## src/rtl/mult_div_pkg.sv

```systemverilog
// Shared definitions for the multiply/divide unit: state encoding, default width,
// and the Hi/Lo write-select codes also used by the multicycle controller.
package mult_div_pkg;

    localparam int DEFAULT_WIDTH = 32;

    typedef enum logic [1:0] {
        IDLE   = 2'd0,
        MULT   = 2'd1,
        DIV    = 2'd2,
        FINISH = 2'd3
    } state_t;

    typedef enum logic [1:0] {
        HILO_KEEP = 2'd0,
        HILO_MULT = 2'd1,
        HILO_DIV  = 2'd2
    } hilo_sel_t;

endpackage

```

## src/rtl/mult_div_unit_div_step.sv

```systemverilog
// One restoring-division step on unsigned magnitudes: shift the remainder/quotient
// pair left by one, trial-subtract the divisor, and restore when it would go negative.
module div_step
    import mult_div_pkg::*;
#(
    parameter int WIDTH = DEFAULT_WIDTH
) (
    input  logic [WIDTH-1:0] rem_in,
    input  logic [WIDTH-1:0] quo_in,
    input  logic [WIDTH-1:0] divisor,
    output logic [WIDTH-1:0] rem_out,
    output logic [WIDTH-1:0] quo_out
);

    logic [WIDTH:0] shifted;
    logic [WIDTH:0] trial;

    // The remainder stays below the divisor, so one extra bit holds the shifted value
    // and its top bit doubles as the borrow of the trial subtraction.
    always_comb begin
        shifted = {rem_in, quo_in[WIDTH-1]};
        trial   = shifted - {1'b0, divisor};
        if (trial[WIDTH]) begin
            rem_out = shifted[WIDTH-1:0];
            quo_out = {quo_in[WIDTH-2:0], 1'b0};
        end else begin
            rem_out = trial[WIDTH-1:0];
            quo_out = {quo_in[WIDTH-2:0], 1'b1};
        end
    end

endmodule

```

## src/rtl/mult_div_unit.sv

```systemverilog
// Sequential signed multiply (radix-2 Booth) / divide (restoring on magnitudes) for the
// multicycle MIPS datapath; one bit per cycle, then Hi/Lo are written and Done pulses.
module mult_div_unit
    import mult_div_pkg::*;
#(
    parameter int WIDTH = DEFAULT_WIDTH,
    parameter int ITER  = WIDTH
) (
    input  logic             clock,
    input  logic             Reset,
    input  logic [WIDTH-1:0] A,
    input  logic [WIDTH-1:0] B,
    input  logic             MultCtrl,
    input  logic             DivCtrl,
    output logic [WIDTH-1:0] Hi,
    output logic [WIDTH-1:0] Lo,
    output logic             Busy,
    output logic             Done,
    output logic             DivZero
);

    localparam int CNT_W = (ITER > 1) ? $clog2(ITER) : 1;

    state_t           state, next_state;
    hilo_sel_t        hilo_sel;
    logic [CNT_W-1:0] count;
    logic             last;
    logic             dz_flag;

    logic [2*WIDTH:0] prod, booth_next;
    logic [WIDTH:0]   booth_hi, booth_m, booth_sum;
    logic [WIDTH-1:0] mcand;

    logic [WIDTH-1:0] rem, quo, dvsr, rem_nx, quo_nx;
    logic             neg_quo, neg_rem;

    assign last = (count == CNT_W'(ITER - 1));

    // NOTE: sequential state uses non-blocking (<=) so every register samples pre-edge values.
    always_ff @(posedge clock) begin
        if (Reset) state <= IDLE;
        else       state <= next_state;
    end

    // NOTE: every variable gets a default first; a branch that skipped one would infer a latch.
    always_comb begin
        next_state = state;
        hilo_sel   = HILO_KEEP;
        Busy       = (state != IDLE);
        Done       = (state == FINISH);
        DivZero    = (state == FINISH) && dz_flag;
        unique case (state)
            IDLE: begin
                if (MultCtrl)     next_state = MULT;
                else if (DivCtrl) next_state = (B == '0) ? FINISH : DIV;
            end
            MULT: if (last) begin
                next_state = FINISH;
                hilo_sel   = HILO_MULT;
            end
            DIV: if (last) begin
                next_state = FINISH;
                hilo_sel   = HILO_DIV;
            end
            FINISH: next_state = IDLE;
        endcase
    end

    // Booth step with a sign-extended high word so -M cannot overflow for M = most-negative.
    always_comb begin
        booth_hi = {prod[2*WIDTH], prod[2*WIDTH:WIDTH+1]};
        booth_m  = {mcand[WIDTH-1], mcand};
        case (prod[1:0])
            2'b01:   booth_sum = booth_hi + booth_m;
            2'b10:   booth_sum = booth_hi - booth_m;
            default: booth_sum = booth_hi;
        endcase
        booth_next = {booth_sum, prod[WIDTH:1]};
    end

    div_step #(.WIDTH(WIDTH)) u_div_step (
        .rem_in  (rem),
        .quo_in  (quo),
        .divisor (dvsr),
        .rem_out (rem_nx),
        .quo_out (quo_nx)
    );

    always_ff @(posedge clock) begin
        if (Reset) begin
            count   <= '0;
            dz_flag <= 1'b0;
            Hi      <= '0;
            Lo      <= '0;
        end else begin
            count <= ((state == MULT || state == DIV) && !last) ? count + CNT_W'(1) : '0;
            if (state == IDLE && (MultCtrl || DivCtrl))
                dz_flag <= !MultCtrl && (B == '0);
            case (hilo_sel)
                HILO_MULT: begin
                    Hi <= booth_next[2*WIDTH:WIDTH+1];
                    Lo <= booth_next[WIDTH:1];
                end
                HILO_DIV: begin
                    Hi <= neg_rem ? -rem_nx : rem_nx;
                    Lo <= neg_quo ? -quo_nx : quo_nx;
                end
                default: ;
            endcase
        end
    end

    // NOTE: iteration registers carry no reset; they are always loaded at start before use.
    always_ff @(posedge clock) begin
        case (state)
            IDLE: begin
                if (MultCtrl) begin
                    prod  <= {{WIDTH{1'b0}}, B, 1'b0};
                    mcand <= A;
                end else if (DivCtrl) begin
                    rem     <= '0;
                    quo     <= A[WIDTH-1] ? -A : A;
                    dvsr    <= B[WIDTH-1] ? -B : B;
                    neg_quo <= A[WIDTH-1] ^ B[WIDTH-1];
                    neg_rem <= A[WIDTH-1];
                end
            end
            MULT: prod <= booth_next;
            DIV: begin
                rem <= rem_nx;
                quo <= quo_nx;
            end
            default: ;
        endcase
    end

endmodule

```

## config.mk

```make
export PLATFORM = sky130hd
export DESIGN_NAME = mult_div_unit
export DESIGN_NICKNAME = d
export VERILOG_FILES = /design/src/rtl/mult_div_pkg.sv /design/src/rtl/mult_div_unit_div_step.sv /design/src/rtl/mult_div_unit.sv
export SDC_FILE = /design/constraint.sdc
export NUM_CORES = 1
export LEC_CHECK = 0
export BUFFER_PORTS_ARGS = -buffer_cell sky130_fd_sc_hd__buf_2
export CORE_ASPECT_RATIO = 1.4
export CORE_MARGIN = 1.5
export CORE_UTILIZATION = 30
export CTS_CLUSTER_SIZE = 16
export DETAILED_ROUTE_END_ITERATION = 12
export PLACE_DENSITY = 0.48
export RECOVER_POWER = 25
export SKIP_CTS_REPAIR_TIMING = 1
export SYNTH_ARGS = -nofsm -noshare
export SYNTH_HDL_FRONTEND = slang
export SYNTH_SLANG_ARGS = --single-unit
```

## constraint.sdc

```tcl
create_clock -name clock -period 7.8 [get_ports clock]
set_input_delay 1.56 -clock clock [delete_from_list [all_inputs] [get_ports clock]]
set_output_delay 1.56 -clock clock [all_outputs]
set_load 0.01 [all_outputs]
```

==> flow_summary.toml <==
[status]
status = "complete, but fails checks"
violations = "capacitance limit, slew limit"

[global_routing]
track_usage = 0.202
grt_pass1_vias = 15100
grt_max_degree = 99
antenna_found_initial = 0
overflow = 0
grt_pass1_wl_mm = 95.5

[timing]
setup_viol = 0
layout_min_cycle_time_ns = 5.72
max_slew_margin = -0.994
clock_skew_ns = 0.0139
worstMarginPinSlew_ns = 2.99
drv_slew = 226
fmax_ghz = 0.175
fin_crit_sh = 0.733
hold_violations = 0
rsz0062_at_grt = "false"
fin_tns_setup_ns = 0

[setup_path]
crit_fanout = 65
critPathRequiredTime_ns = 8.00
crit_path_start_kind = "register"
path_class = "register to register"
r2r-end = "prod[54]"
slowest_delay_ns = 2.11
r2r_cells = 5
cp_top_family = "buffers and inverters"
worstPathCellList = "ha_1, clkbuf_1, inv_1, o21ai_4, buf_4"
arrival_ns = 5.92
endpoint_kind = "register"
slowest_stage = "clkbuf_1"
r2r_setup_slack_ns = 2.08
r2r-start = "state[0]"
cp.buffers_inverters = 3

[power_and_ir_drop]
leakagePower_uw = 0.00772
clkPwrFrac = 0.198
power.density_nw_per_um2 = 396
combPwrFrac = 0.518
p_int_uw = 4530
p_switching_uw = 3690
ir_drop_v = 0.000408
switching_share = 0.449
seqPwrFrac = 0.284

[yosys]
synth_seq_cells = 267
synthFlopType = "edfxtp_1"
yosys.area_share.simple = 0.177
synth_edf_count = 195
synthesis.nets = 2157
synth_compound_area_frac = 0.197
synth.cell_area_um2 = 18300
synthAdderAreaFrac = 0.0548
synth_warnings = 0
ys_seq_area_frac = 0.398
synth-xor-area-share = 0.0918
ys_types = 92
synth_top_family_by_area = "compound AO/OA/AOI/OAI gates"
synth.avg_cell_area_um2 = 9.12
synthMuxAreaShare = 0.0391
async_flop_share = 0
synthCells = 2010

[layout]
stdcell_count = 2935
final_nets = 2240
drive_above_1_share = 0.112
nFillCells = 6247
area_delta_synth_final_pct = 13.1
mostFrequentLayoutCells = "nor2_1, edfxtp_1, nand2_1"
final_common_cell = "nor2_1"

[drt]
drt_iter0_markers = 955
dr.pass1.iters = 5
totalWireLength_mm = 64.0
avgRoutedWirePerCell_um = 21.8
vias_per_cell = 5.31
drc = 0
drtAntennaViolNets = 0
dr_total_vias = 15600

[clock_tree]
cts_tree = "yes"
htree_levels = 1
path_clk_slew_ns = 0.07
cts_max_path_buffers = 3
cts_root_buf = "clkbuf_16"
cts_buffers = 31
clk_latency_ns = 0.58
cts_sinks = 267

[floorplanning]
die-height_um = 295
rows = 107
num_io_pins = 135
die_w_um = 212
core_area_um2 = 60600
start_util = 0.302
dieArea_um2 = 62600

[worst_hold_path]
min_delay_path_depth = 1
min_from = "count[0]"
hold_path_class = "register to register"
min_to = "count[0]"

[placed_design]
io_buffers = 134
dp.cells = 2877
routabilityCongestion = 0.919
hpwlAfterDp_mm = 49.0

[job]
max_cap_violations = 6
-- worst max path at each step --
stage	depth (start not counted)	end	slack (ns)	from
final	5	prod[54]	2.08	state[0]
after global placement	18	Hi[24]	2.36	mcand[2]
after global routing	5	prod[46]	1.65	state[0]
after detailed placement	18	Hi[24]	2.32	mcand[2]
after CTS	18	Hi[24]	2.30	mcand[2]
after floorplan	3	prod[0]	1.96	state[0]
-- state kept, by name, indices dropped and copies added, names as in the netlist --
name     cells
dz_flag      1
prod        65
Lo          32
dvsr        32
mcand       32
count        5
rem         32
neg_quo      1
neg_rem      1
Hi          32
state        2
quo         32
-- power groups by stage --
stage	sequential (µW)	clock, µW	combinational [µW]
2_1_floorplan	2240	0	3130
6_report	2330	1620	4260
3_5_place_dp	2350	0	4260
3_3_place_gp	2350	0	4250
5_1_grt	2360	1710	4720
4_1_cts	2320	1660	4280
-- metrics by stage --
stage / util / hold slack, ns / worst slack (ns) / total power (µW) / instance area, µm²
floorplan: - / 0.417 / 1.96 / 5370 / 18300
finish: 0.342 / 0.449 / 2.08 / 8220 / 20700
global placement: 0.324 / 0.434 / 2.36 / 6600 / 19700
global route: 0.342 / 0.469 / 1.65 / 8790 / 20700
CTS: 0.343 / 0.454 / 2.30 / 8270 / 20800
detailed placement: 0.324 / 0.445 / 2.32 / 6610 / 19700
-- worst reg2reg max path, stage by stage (launching register included) --
cell and delay, ns:
dfxtp_1 0.40, ha_1 0.19, clkbuf_1 2.11, inv_1 1.38
o21ai_4 0.40, buf_4 0.77
-- cells by family after synthesis --
group,Yosys count
AOI/OAI and AO/OA,561
and+or+nand+nor,671
adders and majority gates,79
muxes,66
buffers and inverters,174
DFF,267
xor gates and xnor gates,192
-- per-layer routing --
layer,part of all wire,global-route usage,up-vias,routed length (µm)
met5,0,0,-,0
met4,0.027,0.0587,0,1740
li1,-,-,7521,-
met3,0.042,0.0184,82,2680
met2,0.50,0.358,369,31700
met1,0.44,0.258,7599,27800
-- synth_stat cells, types with 15 or more instances --
master      n  share of area
mux2_2     34          0.021
nand3_1    25         0.0068
and2_1     31          0.011
nor2b_1    41          0.014
a21oi_1   155          0.042
clkbuf_1   70          0.014
xnor2_1   101          0.048
mux2i_1    31          0.017
a211oi_1   46          0.019
inv_1      71          0.015
dfxtp_1    72          0.079
xor2_1     91          0.043
nor4_1     17         0.0058
nor3_1     56          0.015
o21ai_0   147          0.040
nor2_1    214          0.044
edfxtp_1  195           0.32
a21o_1     30          0.012
or3_1      29         0.0099
ha_1       77          0.053
or4_1      22         0.0090
o31ai_1    33          0.014
o41ai_1    15         0.0072
nand2_1   168          0.034
o21a_1     19         0.0078
-- final cells by class --
type / instances / area [µm²] / area share
Antenna cell: 1 / 2.50 / 0.000121
Clock buffer: 35 / 801 / 0.0386
Clock inverter: 22 / 307 / 0.0148
Inverter: 73 / 274 / 0.0132
Multi-Input combinational cell: 1569 / 10300 / 0.496
Sequential cell: 267 / 7300 / 0.352
Tap cell: 817 / 1020 / 0.0493
Timing Repair Buffer: 151 / 739 / 0.0357
Note: power is estimated with default switching activity, not from simulation.
